File: src/rtl/divn_down_counter_pkg.sv
// Shared types and constants for the presettable down-counter / divider.
// Holds the state encoding, the default width and a zero-detect helper.
package divn_down_counter_pkg;

    typedef enum logic [1:0] {
        IDLE = 2'd0,
        RUN  = 2'd1,
        HALT = 2'd2
    } state_t;

    localparam int DEFAULT_WIDTH = 4;
    localparam int MAX_WIDTH     = 16;

    // Callers zero-extend narrower counts to MAX_WIDTH before asking.
    function automatic logic is_zero(input logic [MAX_WIDTH-1:0] v);
        return (v == '0);
    endfunction

endpackage

File: src/rtl/divn_reload_reg.sv
// Reload register and one-shot flag: captured on pe low, cleared by mr.
// The one-shot flag only exists when DIVN_DOWN_COUNTER_ONESHOT_EN is defined.
module divn_reload_reg
    import divn_down_counter_pkg::*;
#(
    parameter int WIDTH = DEFAULT_WIDTH
) (
    input  logic             cp,
    input  logic             mr,
    input  logic             pe,
    input  logic [WIDTH-1:0] d,
`ifdef DIVN_DOWN_COUNTER_ONESHOT_EN
    input  logic             os,
`endif
    output logic [WIDTH-1:0] reload,
    output logic             oneshot
);

    always_ff @(posedge cp or negedge mr) begin
        if (!mr)
            reload <= '0;
        else if (!pe)
            reload <= d;
    end

`ifdef DIVN_DOWN_COUNTER_ONESHOT_EN
    always_ff @(posedge cp or negedge mr) begin
        if (!mr)
            oneshot <= 1'b0;
        else if (!pe)
            oneshot <= os;
    end
`else
    assign oneshot = 1'b0;
`endif

endmodule

File: src/rtl/divn_down_counter.sv
// Presettable down-counter / divide-by-(N+1) with terminal count and zero pulse.
// Define DIVN_DOWN_COUNTER_ONESHOT_EN to add the os port and one-shot (HALT) mode.
module divn_down_counter
    import divn_down_counter_pkg::*;
#(
    parameter int WIDTH = DEFAULT_WIDTH
) (
    input  logic             cp,
    input  logic             mr,
    input  logic             pe,
    input  logic [WIDTH-1:0] d,
    input  logic             cep,
    input  logic             cet,
`ifdef DIVN_DOWN_COUNTER_ONESHOT_EN
    input  logic             os,
`endif
    output logic [WIDTH-1:0] q,
    output logic             tc,
    output logic             zp,
    output logic             busy
);

    state_t           state, state_nxt;
    logic [WIDTH-1:0] q_nxt;
    logic             zp_nxt;
    logic [WIDTH-1:0] reload;
    logic             oneshot;
    logic             q_zero;

    divn_reload_reg #(.WIDTH(WIDTH)) u_reload (
        .cp      (cp),
        .mr      (mr),
        .pe      (pe),
        .d       (d),
`ifdef DIVN_DOWN_COUNTER_ONESHOT_EN
        .os      (os),
`endif
        .reload  (reload),
        .oneshot (oneshot)
    );

    assign q_zero = is_zero(MAX_WIDTH'(q));
    assign busy   = (state == RUN);
    // Combinational so a following stage's cet sees it in the same cycle.
    assign tc     = cet & busy & q_zero;

    always_comb begin
        state_nxt = state;
        q_nxt     = q;
        zp_nxt    = 1'b0;
        if (!pe) begin
            q_nxt     = d;
            state_nxt = RUN;
        end else if (state == RUN && cet && cep) begin
            if (!q_zero) begin
                q_nxt = q - WIDTH'(1);
            end else begin
                zp_nxt = 1'b1;
                if (oneshot)
                    state_nxt = HALT;
                else
                    q_nxt = reload;
            end
        end
    end

    always_ff @(posedge cp or negedge mr) begin
        if (!mr) begin
            state <= IDLE;
            q     <= '0;
            zp    <= 1'b0;
        end else begin
            state <= state_nxt;
            q     <= q_nxt;
            zp    <= zp_nxt;
        end
    end

endmodule

File: config.mk
export PLATFORM = sky130hd
export DESIGN_NAME = divn_down_counter
export DESIGN_NICKNAME = d
export VERILOG_FILES = /design/src/rtl/divn_down_counter_pkg.sv /design/src/rtl/divn_reload_reg.sv /design/src/rtl/divn_down_counter.sv
export SDC_FILE = /design/constraint.sdc
export NUM_CORES = 1
export LEC_CHECK = 0
export ABC_AREA = 0
export CORE_AREA = 2 2 39 41
export CTS_CLUSTER_DIAMETER = 30
export DETAILED_ROUTE_END_ITERATION = 6
export DIE_AREA = 0 0 41 43
export GPL_ROUTABILITY_DRIVEN = 0
export GPL_TIMING_DRIVEN = 0
export PLACE_DENSITY = 0.67
export SLEW_MARGIN = 20
export SYNTH_ARGS = -nofsm -noshare
export SYNTH_HDL_FRONTEND = slang
export SYNTH_SLANG_ARGS = --single-unit
File: constraint.sdc
create_clock -name cp -period 1.7 [get_ports cp]
set_input_delay 0.255 -clock cp [delete_from_list [all_inputs] [get_ports cp]]
set_output_delay 0.255 -clock cp [all_outputs]
set_load 0.01 [all_outputs]
; ---- Yosys cells after proc, flatten, opt, wreduce, memory -nomap -nowiden
; Index checks and enable logic that the tools add are counted.
[word_totals]
reg_bits = 10
in_bits = 9
output_inout_bits = 7
word_cells = 17
[classes]
add_sub_neg = 1
eq_ne = 1
muxes = 6
bitwise_logic = 2
reduce_logical = 3
[ops]
columns = cell, n
row1 = two-way mux 4 bit, 3
row2 = logical NOT 4 bit, 1
row3 = "subtractor 4 x 1 -> 4 bit, second input constant", 1
row4 = two-way mux 1 bit, 3
row5 = AND 1 bit, 2
row6 = logical AND 1 bit, 2
row7 = "inequality test 2 x 1 -> 1 bit, second input constant", 1

; ---- Depth between registers and ports, before layout
; Gate-level depths: netlist of run 1.
[logic_depth]
word_depth = 4
mapped_depth = 5
depth_no_buf = 5

; ---- Modules after synthesis
; Synthesis of run 1 repeated with hierarchy kept, for this count alone.
[unflattened]
hier_cells = 59
hier_area_um2 = 609.3
[by_module_without_submodules]
columns = module, n_inst, cells_per_inst, area_each_um2, seq_area_each_um2
row1 = divn_down_counter, 1, 49, 452.9, 175.2
row2 = divn_reload_reg, 1, 10, 156.4, 100.1

; ---- Worst setup path after synthesis of run 1
; Ideal clock, no wire load.
[synth_path]
path_type = flip-flop to output port
start = register q[0]
end = output port tc
arrival_ns = 1.293
required_time_ns = 1.445
slack_ns = 0.152
path_stages_with_launch = 5
n_path_buf = 0
path_cell_list = dfrtp_1 > inv_1 > ha_1 > nor3b_1 > and3_1
[synth_between]
elab_chain_len = 2
[synth_rtl]
columns = element, line_no
row1 = start: declaration, divn_down_counter.sv:17  ; output logic [WIDTH-1:0] q,
row2 = start signal: assignment, divn_down_counter.sv:74  ; q <= q_nxt;
row3 = logical NOT 4 bit, divn_down_counter_pkg.sv:16  ; return (v == '0);
row4 = AND 1 bit, divn_down_counter.sv:45  ; assign tc = cet & busy & q_zero;
row5 = end: declaration, divn_down_counter.sv:18  ; output logic tc,
; Every way passes these cells.

; ---- Final worst setup path of run 1
[layout_path]
start = register q[3]
end = output port q[3]
; No word-level cell between the ends.

==> impl.org, run 1 <==
** Finish
- Most frequent cells in the layout :: clkdlybuf4s50_1, dfrtp_1, nand2_1, buf_4
- The post-route netlist has 24.3% of its cells at a drive strength greater than 1.
- Counting the fill cells in the layout gives 134.
- Number of diodes added for antenna fixing :: 0
- At the end of the flow, the number of nets in the layout was 82.
- From synthesis to final layout, the design area changed by 48.1%.
- Post-Layout Cell Count :: 86
- Most common cell after layout, fill and taps aside :: clkdlybuf4s50_1

** Die
- Measured along the x axis, the die boundary spans 41 um.
- The die is 43 um tall.
- Effective utilization at floorplan :: 36.3%
- Pin placement for this block handled 16 I/O pins.
- After floorplanning, the core was sized to cover 0.00138 mm2.
- The die covers 0.00176 mm2.
- The floorplan has 14 rows.

** Power and ir drop
- Leakage power total :: 0.327 nW
- The worst-case IR drop observed on VDD is between 0.0004 and 0.0005 V.
- After layout, the design draws a total of 0.000581 W.
- Power spread over the standard cell area amounts to 781 mW/mm2.

** Worst setup path
- The largest individual stage delay along the critical path comes from the cell clkdlybuf4s50_1.
- Classification of the worst setup path :: flop to output pin
- Counting both buffers and inverters, the worst setup path holds a total of 1.
- CP cell instances :: clkdlybuf4s50_1
- Critical path required time :: 1.44 ns
- The worst setup path is captured at an output pin.
- Maximum cell stage delay along the critical path :: 0.59 ns
- Of all nets on the critical path, the largest fanout is 7.
- Worst path arrival time :: between 1 and 1.5 ns
- Kind of cell adding the most delay to the critical path :: buffers and inverters
- The worst setup path is launched from a flop.

** Route
- Number of nets still failing antenna checks after routing :: 0
- Highest routing layer actually used :: met4
- The routed design uses 80 um of met3 wire.
- For this block, wires on met1 add up to 565 um.
- Via count :: 463
- Dividing the detail-routed wire length by the instance count gives 13.9 um.
- Using the TritonRoute via totals, the vias-per-cell ratio works out to 5.38.
- In this run, the number of DRC markers left after iteration 0 of detailed routing was 6.
- Sum of met2 wire segment lengths after detailed routing :: 533 um
- The routed design has 1190 um of wire.
- The first TritonRoute pass finished after 4 iterations.
- Drc violations :: 0

** Timing
- Minimum clock period :: 1.60 ns
- Number of hold violations in the final report :: 0
- Setup violations remaining at the end of the flow were counted as 0.
- Unrepaired setup endpoints after global routing :: false
- Worst-case clock skew :: 0.00588 ns
- Dividing the final minimum period by the clock period gives between 90% and 100%.
- Hold is met by 0.309 ns.
- Final sum of negative setup slack :: 0 ns
- Pin slew with the least headroom to its limit :: 0.455 ns
- Fmax :: approximately 0.62 GHz
- Headroom to the max-slew limit came out at 69.6%.
- Final number of max-transition violations :: 0

** Synthesis
- Register area share after synthesis :: between 40% and 50%
- Simple-gate portion of the synthesized area :: 20.4%
- During synthesis, Yosys emitted a total of 0 warnings.
- Flip-flop and latch count after synthesis :: 10
- Summing every instance area after synthesis gives 502 um2.
- Instance count of the mapped netlist :: 48
- Summing the areas of all compound-gate instances in the mapped netlist gives 15.7% of the synthesized area.
- Post-synthesis area per instance :: 10.5 um2
- Summing the areas of all fa, ha and maj instances in the mapped netlist gives 2.49% of the synthesized area.
- Of the post-synthesis cell area, the part taken by muxes is 6.73%.
- By area, the combinational part of the netlist is dominated by simple AND/OR/NAND/NOR gates.
- The netlist uses 24 different library cells.
- The synthesized netlist devotes 0% of its cell area to XOR and XNOR gates.
- Post-synth net total :: 58

** Clock network
- Hold buffer count at cts :: 0
- After clock tree synthesis, the clock-pin slew on the worst setup and hold paths is about 0.070 ns.
- In this run the clock root is driven by a clkbuf_4.
- CTS built an H-tree with a depth of 1.
- Total clock buffers created by CTS :: 3
- No sink is reached through more buffers than the 2 on the longest clock path.
- The clock net in this run drives a total of 10 sinks.
- TritonCTS built the clock tree.
- Clock Latency Late Sink :: roughly 0.26 ns

** Global routing
- GRT overflow :: 0
- The number of antenna violations at the first check in global routing was 0.
- Via count of the first global-routing pass :: approximately 470
- Total GRT Usage :: around 17%
- Maximum number of pins on one net before global-route repair :: 11
- First-pass GRT wire length :: 1990 um

** Run status
- The run finished with clean final reports.

** Worst hold path
- Hold/Removal Path Class :: primary input to async pin

** Place
- Total placed cells including tap cells :: 79
- The HPWL after detailed placement is 818 um.
- Port buffering added 15 buffers.

** Job
- Max-cap check violation count :: 0
[kinds of logic (layout without fill, tap and decap cells)]
kind of cell | Yosys count | in the layout
compound gates | 11 | 11
fa+ha+maj | 1 | 1
buf+inv | 6 | 28
flops | 10 | 10
mux | 3 | 3
simple gates | 17 | 17
[final cells by class]
type | instances | area [um2] | area share (%)
Multi-Input combinational cell | 32 | 251 | 33.8
Buffer | 1 | 5.00 | 0.673
Tap cell | 16 | 20.0 | 2.69
Clock buffer | 3 | 22.5 | 3.03
Sequential cell | 10 | 250 | 33.7
Inverter | 5 | 18.8 | 2.53
Timing Repair Buffer | 19 | 175 | 23.6
[Yosys cell counts]
cell / count / area [um2]
dfrtp_1: 10 / 250
inv_1: 4 / 15.0
nand2_1: 4 / 15.0
and3_1: 3 / 18.8
mux2_2: 3 / 33.8
o211ai_1: 3 / 22.5
a21oi_1: 2 / 10.0
a31oi_1: 2 / 12.5
nor2_1: 2 / 7.51
a21o_1: 1 / 7.51
a22o_1: 1 / 8.76
buf_2: 1 / 5.00
ha_1: 1 / 12.5
inv_2: 1 / 3.75
nand2b_1: 1 / 6.26
nand3_1: 1 / 5.00
nand4b_1: 1 / 8.76
nand4bb_1: 1 / 11.3
nor3_1: 1 / 5.00
nor3b_1: 1 / 7.51
o2111ai_1: 1 / 8.76
o311ai_0: 1 / 8.76
or4_1: 1 / 7.51
or4b_1: 1 / 10.0
[where the power goes]
group / switching, W / total [W] / internal (W) / leakage (nW)
registers: 0.0000203 / 0.000278 / 0.000258 / 0.117
logic: 0.0000624 / 0.000146 / 0.0000831 / 0.196
clock network: 0.0000758 / 0.000157 / 0.0000815 / 0.0138
total: 0.000159 / 0.000581 / 0.000422 / 0.327
[metrics by stage]
step	instance area (um2)	setup WS, ns	util [%]
4_1_cts	748	0.0142	54.1
6_report	743	0.0968	53.7
3_5_place_dp	672	-0.468	48.6
5_1_grt	743	0.0190	53.7
2_1_floorplan	502	0.152	-
3_3_place_gp	672	-0.477	48.6
[per-layer routing]
metal | up-vias | global-route usage [%]
li1 | 229 | -
met1 | 213 | 23.4
met2 | 19 | 23.4
met3 | 2 | 6.28
met4 | 0 | 6.00
met5 | - | 0
[flip-flops by register name (all words and copies together), names as in the netlist]
| signal | count |
|---|---|
| u_reload.reload | 4 |
| state | 1 |
| q | 4 |
| zp | 1 |
[path summary, 6_finish.rpt]
| kind | from | to | slack, ns | depth (start not counted) |
|---|---|---|---|---|
| min in group cp | u_reload.reload[3] | u_reload.reload[3] | 0.49 | 2 |
| worst min register to register | u_reload.reload[3] | u_reload.reload[3] | 0.49 | 2 |
| worst max-delay path | q[3] | q[3] | 0.1 | 1 |
| worst max register to register | q[1] | q[1] | 0.20 | 6 |
| worst min-delay path | mr | q[2] | 0.31 | 1 |
| max in group asynchronous | mr | u_reload.reload[3] | 1.08 | 1 |
[what timing repair did]
action                     in CTS  in global routing
setup buffers                   4                  0
hold endpoints to repair        0                  0
setup endpoints to repair       1                  1
gates resized for setup         8                  1
pin swaps                       1                  0
cloned                          0                  0
No activity file was read; power rests on OpenSTA's default activity.
==> run 2, diff against run 1 <==
- CTS_BUF_LIST: not set -> sky130_fd_sc_hd__clkbuf_8
- RECOVER_POWER: not set -> 100
==> run 2 against run 1 <==
Against the previous run: via count decreased by 2.6%; clock-buffer cell count unchanged; sequential share of layout area decreased by 0.23 points; worst setup slack got worse by 0.013 ns; cell count unchanged.
==> impl.org, run 2 (synthesized netlist as in run 1, its figures left out) <==
** Timing
- Normalized max-slew margin :: 69.6% (about the same)
- Fmax :: 0.619 GHz (-0.82%)
- Number of hold violations in the final report :: 0 (unchanged)
- Setup repair after global routing left no endpoint under its margin.
- Final number of max-transition violations :: 0 (unchanged)
- The pin slew with the least headroom to its limit was 0.455 ns (-0.000103 ns).
- The final setup violation count came to 0 (unchanged).
- The setup TNS is 0 ns (unchanged).
- The final worst clock skew is 0.00397 ns (-0.00191 ns).
- Minimum clock period :: 1.62 ns (+0.0132 ns)
- Period utilization :: 95.1% (+0.78 points)

** Worst setup path
- The largest individual stage delay along the critical path comes from the cell dlygate4sd3_1.
- The required time of the critical path was 1.44 ns (about the same).
- STA classifies the critical path startpoint as a flop.
- The setup path with the least slack is of type flop to output pin.
- The endpoint identified for the worst register-to-register timing path is q[1].
- Maximum cell stage delay along the critical path :: 0.59 ns (about the same)
- In this run the critical register-to-register path is launched from q[1].
- The register-to-register setup slack came to 0.12 ns (-0.08 ns).
- Max Fanout on Critical Path :: 4 (-3)
- The critical path goes through buf_4 -> dlygate4sd3_1.
- Nature of the critical path endpoint :: output pin
- The arrival time at the worst endpoint is 1.36 ns (about the same).
- The number of cell instances on the worst register-to-register path came to 6 (unchanged).

** Global routing
- The pin count of the biggest net entering global routing is 11 (unchanged).
- The via count of the first global-routing pass is 472 (+0.64%).
- Met1 global-route usage :: 23.4% (unchanged)
- The residual overflow from global routing was 0 (unchanged).
- The layer flagged by global routing as most heavily used is met2.
- The number of antenna violations at the first check in global routing came to 0 (unchanged).
- Global routing usage on met3 :: 6.28% (unchanged)
- The first-pass GRT wire length is 2000 um (+0.35%).
- Total GRT Usage :: 17.2% (+0.30 points)
- The met2 usage in global routing is 23.4% (unchanged).

** Die
- Horizontal die dimension :: 41 um (unchanged)
- The initial core utilization is 36.3% (unchanged).
- Die footprint :: 0.00176 mm2 (unchanged)
- Overall die height :: 43 um (unchanged)
- The placeable core region is 0.00138 mm2 (unchanged).
- The top-level port count was 16 (unchanged).
- The number of core rows came to 14 (unchanged).

** Finish
- The largest registers in the layout are q: 4 flops, u_reload.reload: 4 flops.
- Filler cell count in the final layout :: 137 (+2.2%)
- The proportion of layout cells with a drive suffix above 1 is 20.0% (-4.3 points).
- The count of inserted antenna diode cells came to 0 (unchanged).
- Most common cell after layout, fill and taps aside :: dfrtp_1
- The number of nets in the final layout came to 82 (unchanged).
- Post-Layout Cell Count :: 86 (unchanged)
- In the layout the commonest cells are dfrtp_1, clkdlybuf4s50_1, dlygate4sd3_1.
- The design area came to 748 um2 (+0.67%).
- From synthesis to final layout, the design area changed by 49.1%.

** Clock network
- Clk pin slew, worst setup/hold paths :: 0.05 ns (-0.02 ns)
- Total clock buffers created by CTS :: 3 (unchanged)
- Clock Path Buffers :: 2 (unchanged)
- Hold buffer count at cts :: 0 (unchanged)
- Clock tree root driver cell :: clkbuf_8
- Clock sink total :: 10 (unchanged)
- The clock latency reported for the late side of the worst-skew pair came to 0.23 ns (-0.03 ns).
- The H-tree depth came to 1 (unchanged).
- Clock tree from TritonCTS :: built

** Power and ir drop
- The total design power is 0.000652 W (+12%).
- The highest ir drop seen on vdd was 0.000765 V (+64%).
- Pwr/cell area :: 872 mW/mm2 (+12%)
- The leakage power total is 0.326 nW (-0.29%).

** Place
- Total placed cells including tap cells :: 79 (unchanged)
- The half-perimeter wire length of the detailed placement result came to 818 um (unchanged).
- Post-detailed-placement cell area :: 672 um2 (unchanged)
- Count of input and output buffers :: 15 (unchanged)

** Route
- The post-detailed-route count of antenna-violating nets is 0 (unchanged).
- Via count :: 451 (-2.6%)
- Routed via count divided by cell count :: 5.24 (-2.6%)
- The DRC violation count after routing was 0 (unchanged).
- The violation count after the first detailed-routing iteration was 4 (-2).
- The total wire length after detailed routing was 1210 um (+1.2%).
- Total iterations of the first detailed-routing run :: 4 (unchanged)
- Routed len/inst :: 14.0 um (+1.2%)

** Run status
- Run status :: finished, final reports clean

** Worst hold path
- The min-delay analysis places its worst path in the category primary input to async pin.

** Job
- The number of violations of the max-capacitance limit is 0 (unchanged).
run 2: cell types whose count changed in the layout (fill, tap and decap cells not counted), moves of 2 or more:
cell,previous run,this run
clkbuf_4,3,0
clkbuf_1,0,2
dlygate4sd3_1,0,7
clkdlybuf4s50_1,14,7
clkbuf_8,0,3
buf_4,4,2
run 2: report_power, final:
part           internal [W]  switching, W
logic             0.0000739     0.0000613
registers          0.000258     0.0000181
clock network      0.000154     0.0000862
total              0.000487      0.000166
run 2: timing repair:
| item | CTS | global route |
|---|---|---|
| hold endpoints to repair | 0 | 0 |
| setup endpoints to repair | 1 | 1 |
| gates resized for setup | 7 | 1 |
| pin swaps | 1 | 0 |
| setup buffers | 4 | 0 |
run 2: layout make-up:
type,count,area (um2),share of cell area [%]
buffer,1,3.75,0.502
inverter,5,18.8,2.51
tap,16,20.0,2.68
clock buffer,3,41.3,5.52
multi-input combinational,32,245,32.8
timing repair buffer,19,169,22.6
sequential,10,250,33.4
run 2: per-stage QoR:
stage	setup slack, ns	utilization, %	hold WS, ns
2_1_floorplan	0.152	-	-0.0406
3_3_place_gp	-0.477	48.6	0.475
3_5_place_dp	-0.468	48.6	0.471
4_1_cts	0.0245	55.4	0.361
5_1_grt	0.0174	54.1	0.459
6_report	0.0836	54.1	0.407
run 2: worst max-delay path: cells and delay by family (launching register included):
family                 cells  cell delay, ns
buffers and inverters      2            0.74
DFF                        1            0.39
run 2: worst max-delay path by stage:
stage	startpoint	endpoint	slack [ns]	cells past startpoint
6_report	q[0]	q[0]	0.08	2
2_1_floorplan	q[0]	tc	0.15	4
3_5_place_dp	q[0]	tc	-0.47	5
3_3_place_gp	q[0]	tc	-0.48	5
4_1_cts	q[1]	tc	0.02	5
5_1_grt	q[1]	q[1]	0.02	6
run 2: metal layers:
layer	vias up	part of all wire (%)
met1	206	46
li1	225	-
met5	-	0
met2	18	45
met3	2	7.5
met4	0	0.91
